<file path="config.mk">
export PLATFORM = sky130hd
export DESIGN_NAME = uart_receiver
export DESIGN_NICKNAME = d
export VERILOG_FILES = /design/src/rtl/uart_receiver_pkg.sv /design/src/rtl/uart_rx_sync.sv /design/src/rtl/uart_receiver.sv
export SDC_FILE = /design/constraint.sdc
export NUM_CORES = 1
export LEC_CHECK = 0
export CAP_MARGIN = 20
export CORE_ASPECT_RATIO = 1.4
export CORE_MARGIN = 2
export CORE_UTILIZATION = 48
export DETAILED_ROUTE_END_ITERATION = 10
export HOLD_SLACK_MARGIN = 0.05
export PLACE_DENSITY = 0.82
export SETUP_SLACK_MARGIN = 0.1
export SYNTH_ARGS = -nofsm -noshare
export SYNTH_HDL_FRONTEND = slang
export SYNTH_SLANG_ARGS = --single-unit
</file>
<file path="constraint.sdc">
create_clock -name clock -period 1.5 [get_ports clock]
set_input_delay 0.45 -clock clock [delete_from_list [all_inputs] [get_ports clock]]
set_output_delay 0.45 -clock clock [all_outputs]
set_load 0.03 [all_outputs]
</file>
<file path="src/rtl/uart_receiver_pkg.sv">
// rtl/uart_receiver_pkg.sv - shared UART frame definitions
// Purpose: state encoding and default frame geometry shared by the UART
//          receiver and the future transmitter.
// Ports:   none (package).
package uart_receiver_pkg;

  typedef enum logic [1:0] {
    IDLE  = 2'd0,
    START = 2'd1,
    DATA  = 2'd2,
    STOP  = 2'd3
  } uart_state_t;

  localparam int DATA_BITS_DEF  = 8;
  localparam int OVERSAMPLE_DEF = 16;

endpackage

</file>
<file path="src/rtl/uart_rx_sync.sv">
// rtl/uart_rx_sync.sv - two-flop synchroniser for an asynchronous input
// Purpose: brings an asynchronous level into the clock domain.
// Ports:
//   clock  in   system clock
//   reset  in   synchronous active-high reset, loads RESET_VAL into both flops
//   d      in   asynchronous input
//   q      out  synchronised output (two clocks of latency)
module uart_rx_sync #(
  parameter logic RESET_VAL = 1'b1
) (
  input  logic clock,
  input  logic reset,
  input  logic d,
  output logic q
);

  logic meta;

  always_ff @(posedge clock) begin
    if (reset) begin
      meta <= RESET_VAL;
      q    <= RESET_VAL;
    end else begin
      meta <= d;
      q    <= meta;
    end
  end

endmodule

</file>
<file path="src/rtl/uart_receiver.sv">
// rtl/uart_receiver.sv - 8N1 UART receiver with 16x oversampling
// Purpose: recovers bytes from the rx line by mid-bit sampling and presents
//          each with a one-clock valid strobe, or a one-clock framing error.
// Ports:
//   clock          in   system clock
//   reset          in   synchronous active-high reset
//   enb_rx         in   one-clock oversample tick
//   rx             in   asynchronous serial line, idle high
//   data_out       out  last correctly framed byte
//   data_valid     out  one-clock pulse, data_out updated
//   framing_error  out  one-clock pulse, stop bit sampled low
//   busy           out  high from start-bit detect until return to IDLE
module uart_receiver
  import uart_receiver_pkg::*;
#(
  parameter int DATA_BITS  = DATA_BITS_DEF,
  parameter int OVERSAMPLE = OVERSAMPLE_DEF
) (
  input  logic                 clock,
  input  logic                 reset,
  input  logic                 enb_rx,
  input  logic                 rx,
  output logic [DATA_BITS-1:0] data_out,
  output logic                 data_valid,
  output logic                 framing_error,
  output logic                 busy
);

  localparam int CW = $clog2(OVERSAMPLE);
  localparam int BW = $clog2(DATA_BITS);
  localparam logic [CW-1:0] HALF_M1  = CW'(OVERSAMPLE / 2 - 1);
  localparam logic [CW-1:0] FULL_M1  = CW'(OVERSAMPLE - 1);
  localparam logic [BW-1:0] LAST_BIT = BW'(DATA_BITS - 1);

  logic rx_s;

  uart_rx_sync #(.RESET_VAL(1'b1)) u_sync (
    .clock (clock),
    .reset (reset),
    .d     (rx),
    .q     (rx_s)
  );

  uart_state_t          state, state_n;
  logic [CW-1:0]        tick_cnt, tick_n;
  logic [BW-1:0]        bit_idx, bit_n;
  logic [DATA_BITS-1:0] shift, shift_n;
  logic [DATA_BITS-1:0] dout_n;
  logic                 armed, armed_n;
  logic                 busy_n, dv_n, fe_n;

  always_ff @(posedge clock) begin
    if (reset) begin
      state         <= IDLE;
      tick_cnt      <= '0;
      bit_idx       <= '0;
      shift         <= '0;
      armed         <= 1'b1;
      busy          <= 1'b0;
      data_out      <= '0;
      data_valid    <= 1'b0;
      framing_error <= 1'b0;
    end else begin
      state         <= state_n;
      tick_cnt      <= tick_n;
      bit_idx       <= bit_n;
      shift         <= shift_n;
      armed         <= armed_n;
      busy          <= busy_n;
      data_out      <= dout_n;
      data_valid    <= dv_n;
      framing_error <= fe_n;
    end
  end

  // Everything holds between ticks except the two pulse outputs, which
  // default low so they last exactly one clock.
  always_comb begin
    state_n = state;
    tick_n  = tick_cnt;
    bit_n   = bit_idx;
    shift_n = shift;
    armed_n = armed;
    busy_n  = busy;
    dout_n  = data_out;
    dv_n    = 1'b0;
    fe_n    = 1'b0;

    if (enb_rx) begin
      unique case (state)
        IDLE: begin
          // armed only clears on a framing error; a held-low break must be
          // seen high once before a new start edge counts.
          if (rx_s) armed_n = 1'b1;
          if (armed && !rx_s) begin
            state_n = START;
            tick_n  = '0;
            busy_n  = 1'b1;
          end
        end

        START: begin
          tick_n = tick_cnt + CW'(1);
          if (tick_cnt == HALF_M1) begin
            tick_n = '0;
            if (!rx_s) begin
              state_n = DATA;
              bit_n   = '0;
            end else begin
              // Line went back high before mid start bit: a glitch.
              state_n = IDLE;
              busy_n  = 1'b0;
            end
          end
        end

        DATA: begin
          tick_n = tick_cnt + CW'(1);
          if (tick_cnt == FULL_M1) begin
            tick_n  = '0;
            shift_n = {rx_s, shift[DATA_BITS-1:1]};
            if (bit_idx == LAST_BIT) state_n = STOP;
            else                     bit_n   = bit_idx + BW'(1);
          end
        end

        STOP: begin
          tick_n = tick_cnt + CW'(1);
          if (tick_cnt == FULL_M1) begin
            // Return to IDLE at mid stop bit so a following start edge in
            // the second half of the stop bit is still caught.
            tick_n  = '0;
            state_n = IDLE;
            busy_n  = 1'b0;
            if (rx_s) begin
              dout_n = shift;
              dv_n   = 1'b1;
            end else begin
              fe_n    = 1'b1;
              armed_n = 1'b0;
            end
          end
        end

        default: state_n = IDLE;
      endcase
    end
  end

endmodule

</file>
-- Word level (Yosys, flattened, before mapping)
Cells that the tools add are included.
- add/subtract/negate cells: 2
- mux-type cells: 27
- eq/ne operators: 16
- bitwise logic cells: 3
- reductions and logical operators: 15
- operators by type and width (kind ; number):
    $reduce_and 6->1 ; 3
    $ne 2x2->1 const B ; 8
    $mux 2 ; 6
    $mux 3 ; 4
    $mux 4 ; 3
    $pmux 4 s3 ; 1
    $mux 1 ; 9
    $pmux 2 s4 ; 1
    $pmux 3 s2 ; 1
    $reduce_and 5->1 ; 1
    $add 4x1->4 const B ; 1
    $eq 2x2->1 const B ; 2
    $eq 4x3->1 const B ; 1
    $eq 4x4->1 const B ; 1
    $ne 2x1->1 const B ; 2
    $reduce_and 4->1 ; 1
    $reduce_bool 2->1 ; 2
    $reduce_or 4->1 ; 1
    $add 3x1->3 const B ; 1
    $eq 3x3->1 const B ; 1
    $not 1->1 ; 3
    $pmux 1 s3 ; 1
    $reduce_and 3->1 ; 1
    $reduce_bool 3->1 ; 1
    7 further kinds ; 7
- flip-flop bits (word level): 31
- input bits: 4
- output and inout port bits: 11
- logic and storage cells: 74

-- Longest topological paths before layout
Gate-level depths: netlist of the first run.
- word-level depth: 4
- mapped depth: 6
- depth with buffers taken out: 6

-- Cells and area by module
Synthesis of the first run repeated with hierarchy kept, for this count alone.
- cell total of the unflattened synthesis: 141
- area, all modules: 1351.3 µm²
- modules (own cells, without submodules) (module ; seq. area each (µm²) ; area an instance (µm²) ; cells an instance ; times used):
    uart_receiver ; 580.6 ; 1298.7 ; 137 ; 1
    uart_rx_sync ; 40.0 ; 52.6 ; 4 ; 1

-- Worst setup path before layout of the first run
No wires, ideal clock.
- kind: register -> register
- start point: register tick_cnt[0]
- end point: register data_out[0]
- required time: 1.372 ns
- cell stages (with the launch flop): 7
- period minus slack after synthesis: 1.598 ns
- arrival time: 1.471 ns
- library setup time: 0.128 ns
- buffers on the path: 1
- path slack: -0.098 ns
- cells stage by stage: dfxtp_1 -> ha_1 -> buf_2 -> nand4_4 -> nor3_4 -> mux2i_1 -> nor2_1
- word-level cells in the longest chain between the ends: 2
- RTL lines (element ; line ; source):
    start, declared ; uart_receiver.sv:45 ; logic [CW-1:0] tick_cnt, tick_n;
    start signal, assigned ; uart_receiver.sv:65 ; tick_cnt <= tick_n;
    $eq 4x4->1 ; uart_receiver.sv:129 ; if (tick_cnt == FULL_M1) begin
    $reduce_and 4->1 (no source line) ; -- ;
    end signal, assigned ; uart_receiver.sv:70 ; data_out <= dout_n;
    end, declared ; uart_receiver.sv:23 ; output logic [DATA_BITS-1:0] data_out,
No other way between the ends.
A chain may end at the register's enable or synchronous reset.

-- Worst setup path in the final report of the first run
- start point: register bit_idx[1]
- end point: register bit_idx[1]
- word-level cells in the longest chain between the ends: 4
- elaborated cells between the ends (all ways): 7
- those cells by class: 1 x add/sub; 2 x eq/ne; 3 x mux; 1 x reduce/logical
- RTL lines (element ; line ; source):
    start, declared ; uart_receiver.sv:46 ; logic [BW-1:0] bit_idx, bit_n;
    start signal, assigned ; uart_receiver.sv:66 ; bit_idx <= bit_n;
    $add 3x1->3 ; uart_receiver.sv:123 ; else bit_n = bit_idx + BW'(1);
    $mux 3 ; uart_receiver.sv:122 ; if (bit_idx == LAST_BIT) state_n = STOP;
    $mux 3 ; uart_receiver.sv:119 ; if (tick_cnt == FULL_M1) begin
    $pmux 3 s2 ; uart_receiver.sv:90 ; unique case (state)
Several ways; a longest one is shown, not always the timed one. The select of a mux whose other input is x is not followed.

==> reports/metrics.yaml, run 1 <==
timing:
  setup_ws_ns: -0.00645
  rsz0062_at_grt: "true"
  setup_viol: 1
  slew_viol_final: 0
  max_slew_margin_pct: 75.0
  final-hold-violation-count: 0
  clock.fmax_mhz: 664
  max_slew.worst_pin.slew_ns: 0.370
  layout_min_cycle_time_ns: 1.51
  whs_ns: 0.405
  fin_crit_sh_pct: 100
  fin_skew_ns: 0.0117
layout:
  antenna_cells: 0
  final_area_mm2: 0.00171
  drive_above_1_share_pct: 32.3
  final_core_util_pct: 65.3
  fin_nets: 173
  area_growth_pct: 29.3
floorplanning:
  start_util_pct: 50.5
  ios: 15
  die_area_mm2: 0.00319
  coreArea_mm2: 0.00262
  die_height_um: 66.1
  fp.dieW_um: 48.3
  placementRows: 22
hold_path:
  worst_hold_path_type: "reg2reg"
setup_path:
  r2r-end: "bit_idx[1]"
  cp-start-kind: "flip-flop"
  reg2reg_slack_ns: -0.006
  criticalPathCategory: "reg2reg"
  crit_required_ns: 1.72
  crit_path_end: "bit_idx[1]"
  worstSetupEndpointType: "flip-flop"
  cp_max_fo: 3
  worstReg2RegStart: "bit_idx[1]"
  cp-startpoint: "bit_idx[1]"
  r2r_cells: 6
  worstPathArrival_ns: 1.73
detailed_routing:
  drt_iter0_drc: 17
  drt-total-wl_mm: 2.64
  viasPerCell: 5.15
  wire_per_inst_um: 13.0
  vias: 1046
  drtPass1Iterations: 4
  antenna_left: 0
  drc: 0
global_route:
  grt_busiest_layer: "met2"
  grt_max_degree: 17
  grt_pass1_vias: 1067
  grt.total_usage_pct: 18.7
  grtUsageMet1_pct: 19.7
  grt_overflow: 0
  met3_usage_pct: 5.20
  antenna_found_initial: 0
  grt_use_met2_pct: 33.5
  grt_pass1_wl_mm: 4.53
pwr:
  leakagePower_uw: 0.000676
  ir_drop_mv: 0.732
  p_per_area_mw_per_mm2: 848
outcome:
  violations: "setup timing"
  status: "finished with violations"
synth:
  synth_edf_count: 0
  async_flop_share_pct: 0
  yosysTopAreaCellShare_pct: 47.0
  netlist_area_mm2: 0.00132
  syn_avg_cell_area_um2: 9.64
  syn_inst: 137
  ys_ff_latch: 31
  yosys_warnings: 0
  ys_seq_area_share_pct: 47.0
  synth-main-ff-cell: "dfxtp_1"
  netlist_top_cells_count: "dfxtp_1, nor2_1, mux2i_1"
  syn-num-nets: 144
  netlist_top_cells_area: "dfxtp_1, mux2i_1, nor2_1"
  ys_types: 35
  yosys.area.top_type: "dfxtp_1"
  synth.most_common_cell: "dfxtp_1"
clock_tree:
  htree_levels: 2
  postCtsHoldBufs: 0
  cts.sinks: 31
  tritoncts: "built"
  clockBufferDepth: 2
  numCtsBuffers: 5
  root_buffer: "clkbuf_4"
  clk_latency_ns: 0.32
  path_clk_slew_ns: 0.10
place:
  place_area_mm2: 0.00163
  hpwl_mm: 1.90
  portBuffers: 14
  dp_slack_ns: -0.426
  place_congestion: 0.816
job:
  drv_cap: 0
## layout by cell type (no fill, tap or decap), types with 2 or more instances in the layout
| master | n |
|---|---|
| o21ai_0 | 2 |
| nor3_1 | 2 |
| buf_2 | 11 |
| clkdlybuf4s50_1 | 2 |
| inv_1 | 3 |
| or2_2 | 2 |
| dfxtp_4 | 3 |
| dfxtp_2 | 5 |
| nor2_1 | 24 |
| and3_1 | 2 |
| a31oi_1 | 2 |
| buf_12 | 2 |
| buf_4 | 14 |
| nand4_1 | 2 |
| ha_4 | 3 |
| clkbuf_8 | 2 |
| nand2_1 | 5 |
| clkbuf_4 | 5 |
| mux2i_1 | 20 |
| nand3_1 | 3 |
| dfxtp_1 | 23 |
| a21oi_1 | 8 |
## cell type report
class	instances	area (um2)
tap	36	45.0
sequential	31	638
timing repair buffer	31	240
fill	211	907
multi-input combinational	94	704
clock buffer	8	68.8
inverter	3	11.3
## kinds of logic (layout without fill, tap and decap cells)
group                    Yosys count  in the layout  synth area share [%]
AND/OR/NAND/NOR                   50             50                  20.6
flip-flops                        31             31                  47.0
AO/OA/AOI/OAI                     20             20                  9.47
multiplexers                      20             20                  15.2
buffers and inverters             12             42                  4.36
adder cells (fa/ha/maj)            3              3                  2.84
XOR/XNOR                           1              1                 0.663
## sequential cells by signal, summed over array words and instances, names as in the netlist, named ones only
signal / count
data_out: 8
shift: 8
tick_cnt: 4
bit_idx: 3
armed: 1
busy: 1
data_valid: 1
framing_error: 1
state: 1
u_sync.meta: 1
u_sync.q: 1
## critical path, cell delays in order (launching register included)
cell	delay (ns)
dfxtp_2	0.34
ha_4	0.16
ha_4	0.16
nor4bb_4	0.28
o2111ai_2	0.20
mux2i_1	0.20
nor2_1	0.06
## power by group
group / internal (uW) / total [uW] / switching [uW]
clock: 276 / 546 / 271
sequential: 825 / 834 / 8.48
combinational: 32.0 / 68.1 / 36.1
total: 1130 / 1450 / 315
## how the worst min path moves through the flow
stage           startpoint       end  slack, ns  cells after the start
6_report       u_sync.meta  u_sync.q       0.41                      1
5_1_grt        u_sync.meta  u_sync.q       0.42                      1
4_1_cts        u_sync.meta  u_sync.q       0.42                      1
3_5_place_dp   u_sync.meta  u_sync.q       0.40                      1
3_3_place_gp   u_sync.meta  u_sync.q       0.40                      1
2_1_floorplan  u_sync.meta  u_sync.q       0.39                      1
## per-stage QoR
stage | power (uW) | std cells | TNS (ns)
after floorplan | 897 | 137 | 0
after global placement | 919 | 190 | -7.10
after detailed placement | 922 | 190 | -8.17
after CTS | 1480 | 201 | -0.0626
after global routing | 1520 | 203 | -0.237
final | 1450 | 203 | -0.00645
## repair_timing
item | CTS | global route
setup buffers | 3 | 2
pin swaps | 6 | 6
setup endpoints to repair | 36 | 20
gates resized for setup | 57 | 9
## per-layer routing
| layer | vias up | wire length (um) |
|---|---|---|
| met5 | - | 0 |
| met1 | 489 | 1080 |
| met2 | 16 | 1430 |
| li1 | 534 | - |
| met3 | 7 | 74 |
| met4 | 0 | 59 |
Power figures use the tool's default switching activity.
==> run 2, diff against run 1 <==
--- a/config.mk
+++ b/config.mk
@@ -9,3 +9,2 @@
 export CORE_ASPECT_RATIO = 1.4
-export CORE_MARGIN = 2
 export CORE_UTILIZATION = 48
--- a/constraint.sdc
+++ b/constraint.sdc
@@ -3,2 +3,2 @@
 set_output_delay 0.45 -clock clock [all_outputs]
-set_load 0.03 [all_outputs]
+set_load 0.1 [all_outputs]
==> run 2 against run 1 <==
The flow now finishes without violations. Via count is 3.5% higher. Highest routed layer unchanged. Cell count is 0.49% lower. Flip-flop and latch count stayed put. Register-to-register slack better by 0.03 ns. Clock power is 24% lower. Largest cell class unchanged. Count of clock-buffer cells in the layout is 2 lower. Clock skew is 0.0071 ns lower. Sequential power hardly changed.
==> reports/metrics.yaml, run 2 (synthesis gave the netlist of run 1 again) <==
clock_tree:
  tritoncts: "built"  # unchanged
  htree_levels: 2  # unchanged
  path_clk_slew_ns: 0.08  # was 0.10 ns
  postCtsHoldBufs: 0  # unchanged
  cts.sinks: 31  # unchanged
  root_buffer: "clkbuf_4"  # unchanged
  numCtsBuffers: 5  # unchanged
  clk_latency_ns: 0.33  # was 0.32 ns
  clockBufferDepth: 2  # unchanged
global_route:
  grt.total_usage_pct: 22.0  # was 18.7%
  grt_pass1_wl_mm: 4.62  # was 4.53 mm
  grt_max_degree: 17  # unchanged
  grt_pass1_vias: 1096  # was 1067
  grt_overflow: 0  # unchanged
  antenna_found_initial: 0  # unchanged
floorplanning:
  ios: 15  # unchanged
  placementRows: 22  # unchanged
  die_area_mm2: 0.00297  # was 0.00319 mm2
  fp.dieW_um: 46.3  # was 48.3 um
  start_util_pct: 50.5  # unchanged
  die_height_um: 64.1  # was 66.1 um
  coreArea_mm2: 0.00262  # unchanged
place:
  dp.cells: 191  # was 190
  place_area_mm2: 0.00175  # was 0.00163 mm2
  place_congestion: 0.821  # was 0.816
  hpwl_mm: 1.99  # was 1.90 mm
  portBuffers: 14  # unchanged
detailed_routing:
  drt-total-wl_mm: 2.75  # was 2.64 mm
  wire_per_inst_um: 13.6  # was 13.0 um
  vias: 1083  # was 1046
  drc: 0  # unchanged
  viasPerCell: 5.36  # was 5.15
  antenna_left: 0  # unchanged
  drtPass1Iterations: 4  # unchanged
  drt_iter0_drc: 25  # was 17
setup_path:
  cp_max_fo: 3  # unchanged
  cp-start-kind: "flip-flop"  # unchanged
  r2r_cells: 6  # unchanged
  worstSetupEndpointType: "flip-flop"  # unchanged
  crit_required_ns: 1.72  # about the same
  criticalPathCategory: "reg2reg"  # unchanged
  worstPathArrival_ns: 1.70  # was 1.73 ns
layout:
  final_area_mm2: 0.00189  # was 0.00171 mm2
  layout_common_cells: "nor2_1, mux2i_1, dfxtp_1, buf_4, buf_12"  # was nor2_1, dfxtp_1, mux2i_1, buf_4, buf_2
  fin_nets: 174  # was 173
  layout_commonest_cell: "nor2_1"  # unchanged
  drive_above_1_share_pct: 36.7  # was 32.3%
  antenna_cells: 0  # unchanged
  reg_top3: "data_out: 8 flops, shift: 8 flops, tick_cnt: 4 flops"  # unchanged
  regArea_um2: 639  # was 638 um2
  instances_no_fill: 202  # was 203
  multi_input_area_um2: 727  # was 704 um2
  nFillCells: 182  # was 211
  area_growth_pct: 42.7  # was 29.3%
timing:
  fin_crit_sh_pct: 98.6  # was 100%
  slew_viol_final: 0  # unchanged
  clock.fmax_mhz: 676  # was 664 MHz
  final-hold-violation-count: 0  # unchanged
  layout_min_cycle_time_ns: 1.48  # was 1.51 ns
  fin_skew_ns: 0.00452  # was 0.0117 ns
  setup_viol: 0  # was 1
  max_slew.worst_pin.slew_ns: 0.383  # was 0.370 ns
  max_slew_margin_pct: 74.1  # was 75.0%
  rsz0062_at_grt: "true"  # unchanged
outcome:
  status: "finished clean"  # was finished with violations
hold_path:
  worst_hold_path_type: "reg2reg"  # unchanged
  whs_path_depth: 1  # unchanged
pwr:
  ir_drop_mv: 0.690  # was 0.732 mV
  p_per_area_mw_per_mm2: 707  # was 848 mW/mm2
  leakagePower_uw: 0.000700  # was 0.000676 uW
  total_power_uw: 1330  # was 1450 uW
job:
  drv_cap: 0  # unchanged
-- run 2: cell count changes in the layout (fill, tap and decap cells not counted), sizes merged --
cell	change
buf	+1
clkbuf	-2
-- run 2: power by group --
group,internal (uW),switching [uW]
Combinational,36.8,43.0
Clock,166,250
Sequential,828,9.62
Total,1030,303
-- run 2: final timing paths --
path | startpoint | end | slack, ns
worst max-delay path | bit_idx[1] | bit_idx[1] | 0.02
worst min-delay path | u_sync.meta | u_sync.q | 0.42
worst max register to register | bit_idx[1] | bit_idx[1] | 0.02
worst min register to register | u_sync.meta | u_sync.q | 0.42
-- run 2: area by class of cell --
| type | count | share of cell area, % |
|---|---|---|
| Inverter | 3 | 0.597 |
| Timing Repair Buffer | 32 | 22.4 |
| Multi-Input combinational cell | 94 | 38.6 |
| Sequential cell | 31 | 33.9 |
| Tap cell | 36 | 2.39 |
| Clock buffer | 6 | 2.19 |
-- run 2: timing repair --
action,in CTS,in global routing
buffers inserted,5,0
pin swaps,4,4
setup endpoints to repair,25,25
resized for setup,10,7
hold endpoints to repair,0,0
-- run 2: metal layers --
metal | vias up | global-route usage (%) | routed length [um]
li1 | 537 | - | -
met1 | 523 | 20.9 | 1050
met2 | 17 | 37.8 | 1530
met3 | 6 | 7.91 | 104
met4 | 0 | 12.5 | 68
met5 | - | 0 | 0
-- run 2: critical path: stages, from the launching register on --
cell       delay (ns)
dfxtp_2          0.34
ha_4             0.16
ha_4             0.16
nor4bb_4         0.27
o2111ai_2        0.20
mux2i_1          0.20
nor2_1           0.05
-- run 2: per-stage QoR --
step	utilization, %	setup TNS (ns)	worst slack [ns]	hold WS (ns)
after CTS	71.3	-0.0147	-0.0144	0.422
after detailed placement	66.8	-8.68	-0.399	0.402
after global routing	72.1	-0.151	-0.0608	0.438
after floorplan	-	0	0.0557	0.389
after global placement	66.8	-7.51	-0.314	0.395
final	72.1	0	0.0208	0.420
